$ cat src/rtl/alu_pkg.sv
// Shared ALU definitions: func codes, NZCV flag bit positions and the issue FSM state type.
package alu_pkg;

  localparam logic [2:0] RADD = 3'd0;
  localparam logic [2:0] RSUB = 3'd1;
  localparam logic [2:0] RMUL = 3'd2;
  localparam logic [2:0] RAND = 3'd3;
  localparam logic [2:0] ROR  = 3'd4;
  localparam logic [2:0] RXOR = 3'd5;

  localparam int FLAG_N = 3;
  localparam int FLAG_Z = 2;
  localparam int FLAG_C = 1;
  localparam int FLAG_V = 0;

  typedef enum logic [1:0] {
    IDLE = 2'd0,
    EXEC = 2'd1,
    MULW = 2'd2,
    HOLD = 2'd3
  } state_t;

endpackage

$ cat src/rtl/alu_issue.sv
// Issues one operation at a time to an external ALU and holds the captured result.
// Define ALU_ISSUE_MUL_EN to give RMUL an extra MULW cycle for the multiplier path.
module alu_issue
  import alu_pkg::*;
#(
  parameter int n = 8
) (
  input  logic         clock,
  input  logic         nreset,
  input  logic         req_valid,
  output logic         req_ready,
  input  logic [n-1:0] req_a,
  input  logic [n-1:0] req_b,
  input  logic [2:0]   req_func,
  output logic [n-1:0] a,
  output logic [n-1:0] b,
  output logic [2:0]   func,
  input  logic [n-1:0] out,
  input  logic [3:0]   flags,
  output logic         res_valid,
  input  logic         res_ready,
  output logic [n-1:0] res_data,
  output logic [3:0]   res_flags,
  output logic [3:0]   status_flags,
  output state_t       dbg_state
);

  // Handshakes: a transfer happens on a rising edge where valid and ready are both 1;
  // valid never waits on ready, and ready is only ever high in IDLE (requests) or HOLD (results).
  state_t state, state_nxt;
  logic   accept;
  logic   capture;

  assign req_ready = (state == IDLE) && nreset;
  assign res_valid = (state == HOLD);
  assign dbg_state = state;

  always_comb begin
    state_nxt = state;
    accept    = 1'b0;
    capture   = 1'b0;
    case (state)
      IDLE: begin
        if (req_valid) begin
          accept = 1'b1;
`ifdef ALU_ISSUE_MUL_EN
          state_nxt = (req_func == RMUL) ? MULW : EXEC;
`else
          state_nxt = EXEC;
`endif
        end
      end
`ifdef ALU_ISSUE_MUL_EN
      MULW: state_nxt = EXEC;
`endif
      EXEC: begin
        capture   = 1'b1;
        state_nxt = HOLD;
      end
      HOLD: begin
        if (res_ready) state_nxt = IDLE;
      end
      default: state_nxt = IDLE;
    endcase
  end

  always_ff @(posedge clock) begin
    if (!nreset) begin
      state        <= IDLE;
      a            <= '0;
      b            <= '0;
      func         <= RADD;
      res_data     <= '0;
      res_flags    <= '0;
      status_flags <= '0;
    end else begin
      state <= state_nxt;
      if (accept) begin
        a    <= req_a;
        b    <= req_b;
        func <= req_func;
      end
      if (capture) begin
`ifdef ALU_ISSUE_MUL_EN
        res_data     <= out;
        res_flags    <= flags;
        status_flags <= flags;
`else
        // Without a multiplier RMUL yields a zero result and leaves status untouched.
        if (func == RMUL) begin
          res_data  <= '0;
          res_flags <= '0;
        end else begin
          res_data     <= out;
          res_flags    <= flags;
          status_flags <= flags;
        end
`endif
      end
    end
  end

endmodule

$ cat config.mk
export PLATFORM = sky130hd
export DESIGN_NAME = alu_issue
export DESIGN_NICKNAME = d
export VERILOG_FILES = /design/src/rtl/alu_pkg.sv /design/src/rtl/alu_issue.sv
export SDC_FILE = /design/constraint.sdc
export NUM_CORES = 1
export LEC_CHECK = 0
export CORE_MARGIN = 1
export CORE_UTILIZATION = 38
export DETAILED_ROUTE_END_ITERATION = 10
export PLACE_DENSITY = 0.85
export SYNTH_ARGS = -nofsm -noshare
export SYNTH_HDL_FRONTEND = slang
export SYNTH_SLANG_ARGS = --single-unit
$ cat constraint.sdc
create_clock -name clock -period 1.6 [get_ports clock]
set_input_delay 0.24 -clock clock [delete_from_list [all_inputs] [get_ports clock]]
set_output_delay 0.24 -clock clock [all_outputs]
set_load 0.03 [all_outputs]
# Word-level counts from Yosys, hierarchy flattened
# Index checks and enable logic that the tools add are counted.
# W data, S select, Z words.
totals:
  in_bits: 35
  reg_bits: 37
  out_inout_bits: 39
  elab_cells: 25
classes:
  n_eq_ne: 5
  n_mux: 8
  n_bitwise: 1
  n_reduce_logical: 4
op_table:
  columns: ["op", "count"]
  rows:
  - ["$mux W8", 1]
  - ["$pmux W2 S3", 1]
  - ["$mux W2", 2]
  - ["$mux W4", 1]
  - ["$reduce_and A2 Y1", 2]
  - ["$eq A3 B2 Y1 const B", 1]
  - ["$mux W1", 3]
  - ["$eq A2 B1 Y1 const B", 1]
  - ["$eq A2 B2 Y1 const B", 1]
  - ["$logic_not A2 Y1", 1]
  - ["$ne A2 B1 Y1 const B", 1]
  - ["$ne A2 B2 Y1 const B", 1]
  - ["$logic_and A1 B1 Y1", 1]
  - ["$not A1 Y1", 1]

# Longest topological paths before layout
# Gate-level depths: netlist (run 1).
logic_depth:
  ltp_word: 3
  ltp_mapped: 5
  depth_no_buf: 3

# Least setup slack after synthesis (run 1)
# Ideal clock, no wire load.
synth_timing:
  kind: "flip-flop to flip-flop"
  from: "register func[1]"
  to: "register res_data[0]"
  period_less_slack_ns: 1.530
  path_stages_with_launch: 5
  path_slack_ns: 0.070
  required_ns: 1.483
  arrival_ns: 1.412
  path_cell_list: "dfxtp_1 nor3b_1 nor4b_4 buf_6 a22o_2"
synth_between:
  elab_chain_len: 2
synth_rtl:
  columns: ["element", "line", "source"]
  rows:
  - ["start: declaration", "alu_issue.sv:17", "output logic [2:0] func,"]
  - ["start signal: assignment", "alu_issue.sv:81", "func <= req_func;"]
  - ["$eq A3 B2 Y1", "alu_issue.sv:90", "if (func == RMUL) begin"]
  - ["$mux W8", "alu_issue.sv:90", null]
  - ["end signal: assignment", "alu_issue.sv:94", "res_data <= out;"]
  - ["end: declaration", "alu_issue.sv:22", "output logic [n-1:0] res_data,"]
# Every way passes these cells.
# A chain may end at the register's enable or synchronous reset.

# Worst setup path after layout (run 1)
layout_timing:
  from: "input nreset"
  to: "output req_ready"
layout_between:
  elab_chain_len: 1
layout_rtl:
  columns: ["element", "line", "source"]
  rows:
  - ["start: declaration", "alu_issue.sv:9", "input logic nreset,"]
  - ["$logic_and A1 B1 Y1", "alu_issue.sv:34", "assign req_ready = (state == IDLE) && nreset;"]
  - ["end: declaration", "alu_issue.sv:11", "output logic req_ready,"]
# Every way passes these cells.

==> results.md, run 1 <==
Drt:
- After detailed routing, the wire length on met1 is about 1400 um.
- The first TritonRoute pass finished after 4 iterations.
- The first routing iteration left 52 violations.
- Wires add up to approximately 3200 um.
- The length of routed met2 wiring is between 1500 and 2000 um.
- For this block, the via count after detailed routing is about 1,200.
- Signal routing reaches up to met4.
- In the routed design, unresolved DRC markers number 0.
- The routed wirelength normalized by instance count is around 12 um.
- The count of nets left with antenna violations once routing finished came out at 0.
- Wire segments on met3 add up to about 270 um in the final route.
- Dividing the detail-routed via count by the number of cells gives ~4.6.

Critical path:
- Data on the critical path is required at its endpoint by 1360 ps.
- The cell at the slowest stage of the critical path is clkdlybuf4s50_1.
- The largest single stage delay on the critical path is 470 ps.
- The critical path startpoint category is an input pin.
- At the worst endpoint, the arrival time is 1290 ps.
- The most prevalent standard cell on the critical path is buf_4.
- The largest fanout on the critical path is 24.
- STA classifies the critical path endpoint as an output pin.
- By startpoint and endpoint, the worst setup path is classified as in -> out.
- The signal on the critical path passes through clkdlybuf4s50_1 -> buf_4 -> and3_2 -> buf_4.
- Measured in cells, the most critical reg-to-reg path has a length of 3.

Synth:
- The total nets after synthesis is approximately 170.
- The synthesized netlist cell count is between 100 and 150.
- The share of the yosys chip area belonging to registers is 0.5502.
- Of the total synthesized cell area, the portion taken by XOR and XNOR cells is 0.
- The largest family of logic cells by synthesized area is compound AO/OA/AOI/OAI gates.
- Of the post-synthesis cell area, the part taken by muxes is 0.
- The cell area that synthesis handed to floorplanning was 1346 sq um.
- Yosys mapped the design onto 20 distinct sky130hd cell types.
- The compound-cell area share of the yosys netlist was 0.2481.
- After synthesis, the mean cell area works out to approximately 10 sq um.
- The post-synthesis register bit count is 37.
- For this run, the number of Yosys warnings is 0.
- Of the total synthesized cell area, the portion taken by AND, OR, NAND and NOR gates is 0.1608.
- Of the total synthesized cell area, the portion taken by full adders, half adders and majority gates is 0.

Layout:
- Counting the fill cells in the layout gives 318.
- In the final layout, the multi-input gates occupy around 550 sq um.
- The layout net count is around 240.
- The growth of design area from synthesis to finish is 62.64%.
- The share of layout cells above drive strength 1 is 0.1857.
- Once layout is done, the placed cells without fillers occupy 2190 sq um.
- 0 antenna diodes ended up in the layout.
- The area of all sequential standard cells is between 700 and 800 sq um.

Power:
- The worst supply voltage drop on vdd is roughly 0.62 mV.
- Overall power consumption after layout is estimated at between 2000 and 2500 uW.
- For this design the static power due to leakage is between 0.001 and 0.0015 uW.
- Power spread over the standard cell area amounts to around 1000 nW/um^2.

Timing:
- The worst hold slack is approximately 440 ps.
- The ratio of final minimum period to clock period is 0.9586.
- Setup repair after global routing left no endpoint under its margin.
- Setup violations remaining at the end of the flow were counted as 0.
- Between clock sinks in the finished design, the worst skew comes to between 10 and 15 ps.
- The final number of hold-violating endpoints is 0.
- The maximum frequency from static timing analysis is around 650 MHz.
- The final critical-path required period is ~1500 ps.
- The final max-slew violation count is 0.
- The worst pin sits at a relative slew slack of 0.3948.
- At the pin with the least slew margin, the transition time is ~900 ps.

CTS:
- The master cell of the clock root buffer is clkbuf_4.
- Post-CTS repair changed the size of 34 cells.
- The post-CTS setup repair buffer count is 0.
- The number of buffers inserted by hold repair at cts is 0.
- The H-tree depth reported by CTS is 2.
- The later pin in the worst-skew pair is clocked with a latency of roughly 340 ps.
- The number of clock buffers added by TritonCTS is 5.
- Clock-pin slew was measured on the worst setup and hold paths at roughly 120 ps.
- Counting along the longest clock path gives a buffer depth of 2.
- CTS saw 37 sinks.
- TritonCTS built the clock tree.

GRT:
- The overflow left after global routing is 0.
- The total global routing track utilization is 0.1849.
- The number of global-route vias before repair is between 1,000 and 1,500.
- Entering global routing, the biggest net connects 25 pins.
- The number of antenna violations at the first check in global routing was 0.
- The first-pass GRT wire length is 4933 um.

Floorplanning:
- The height of the chip is around 62 um.
- The count of boundary I/O pins is 74.
- The floorplan step set the die width to between 60 and 70 um.
- The die footprint is 3785 sq um.
- The count of standard-cell rows is 21.
- The area of the placeable core is 3363 sq um.
- The initial core utilization is 0.4003.

Place:
- The congestion estimate from routability-driven global placement came to ~0.65.
- Port buffering added 73 buffers.
- Once placement finished, the instance area stood at around 2100 sq um.
- Detailed placement finished with a half-perimeter wire length of between 2000 and 2500 um.

Run status:
- The run finished with clean final reports.

Run:
- Max-cap violations in this run came to 0.

Min path:
- The class of the worst hold path is in -> reg.
- The worst hold path passes through 3 cells.
[metrics by stage]
step                instances    util  TNS, ps  setup slack [ps]
floorplan                 130       -        0             70.44
global placement          248  0.6362    -1604            -128.6
detailed placement        248  0.6362    -2089            -165.6
CTS                       256  0.6484        0            0.8459
global route              256  0.6510        0             7.846
finish                    256  0.6510        0             66.28
[cells in the final DEF (no fill, tap or decap), types with 3 or more instances in the layout]
cell type and n:
buf_4 7, a21boi_0 17, dlymetal6s2s_1 3, dfxtp_1 36
a22o_2 16, clkdlybuf4s50_1 34, clkbuf_4 5, dlygate4sd2_1 34
nand2_1 39, a21boi_1 3
[final timing paths]
path                                   start  slack [ps]           to
worst min register to register          a[0]         460         a[0]
worst max-delay path                  nreset          70    req_ready
worst max register to register  dbg_state[1]         100  res_data[4]
worst min-delay path                req_a[0]         440         a[0]
[critical path, delay by kind of cell]
family,cells,cell delay [ps]
buffers and inverters,3,850
AND/OR/NAND/NOR,1,210
[layout make-up]
class | count | area share
sequential | 37 | 0.3389
timing repair buffer | 79 | 0.3417
tap | 46 | 0.02629
inverter | 2 | 0.003429
multi-input combinational | 84 | 0.2514
clock buffer | 5 | 0.01714
clock inverter | 3 | 0.02114
[cell usage after synthesis]
cell | n | area share
nor3b_4 | 1 | 0.014
a31o_2 | 1 | 0.0065
a22o_2 | 16 | 0.12
nor4b_4 | 1 | 0.018
a21oi_1 | 1 | 0.0037
buf_4 | 1 | 0.0056
inv_2 | 1 | 0.0028
or3b_1 | 1 | 0.0065
clkbuf_1 | 2 | 0.0056
and3_2 | 1 | 0.0056
buf_6 | 2 | 0.017
buf_2 | 2 | 0.0074
nor2_1 | 1 | 0.0028
a21boi_0 | 17 | 0.095
nor3b_1 | 1 | 0.0056
nand2_1 | 39 | 0.11
o31a_2 | 1 | 0.0074
dfxtp_1 | 37 | 0.55
a21boi_1 | 3 | 0.017
inv_1 | 1 | 0.0028
[sequential cells by signal (all words and copies together) (netlist names)]
| register | count |
|---|---|
| func | 3 |
| a | 8 |
| res_data | 8 |
| status_flags | 4 |
| dbg_state | 2 |
| b | 8 |
| res_flags | 4 |
[report_power, final]
part / switching [uW] / leakage, uW / internal [uW]
clock network: 311 / 0.0000414 / 331
logic: 280 / 0.000685 / 235
registers: 41.3 / 0.000303 / 991
total: 633 / 0.00103 / 1560
[cell families (layout without fill, tap and decap cells)]
kind of cell | after synthesis | count (layout)
buffers and inverters | 9 | 89
DFF | 37 | 37
AOI/OAI and AO/OA | 39 | 39
and+or+nand+nor | 45 | 45
[routing by layer]
| layer | global-route usage | vias to the layer above |
|---|---|---|
| li1 | - | 607 |
| met4 | 0.06667 | 0 |
| met5 | 0 | - |
| met2 | 0.2949 | 46 |
| met1 | 0.2139 | 526 |
| met3 | 0.09244 | 4 |
No activity file was read; power rests on OpenSTA's default activity.
==> run 2: changes to the inputs <==
--- a/config.mk
+++ b/config.mk
@@ -7,6 +7,7 @@
 export LEC_CHECK = 0
 export CORE_MARGIN = 1
 export CORE_UTILIZATION = 38
+export CTS_CLUSTER_SIZE = 16
 export DETAILED_ROUTE_END_ITERATION = 10
 export PLACE_DENSITY = 0.85
 export SYNTH_ARGS = -nofsm -noshare
==> results of run 2 <==
The final DEF is identical to that of run 1; final timing and power are the same.
==> run 3: changes to the inputs <==
--- a/config.mk
+++ b/config.mk
@@ -9,6 +9,7 @@
 export CORE_UTILIZATION = 38
 export CTS_CLUSTER_SIZE = 16
 export DETAILED_ROUTE_END_ITERATION = 10
+export GPL_ROUTABILITY_DRIVEN = 1
 export PLACE_DENSITY = 0.85
 export SYNTH_ARGS = -nofsm -noshare
 export SYNTH_HDL_FRONTEND = slang
==> results of run 3 <==
The final DEF is identical to that of run 1; final timing and power are the same.
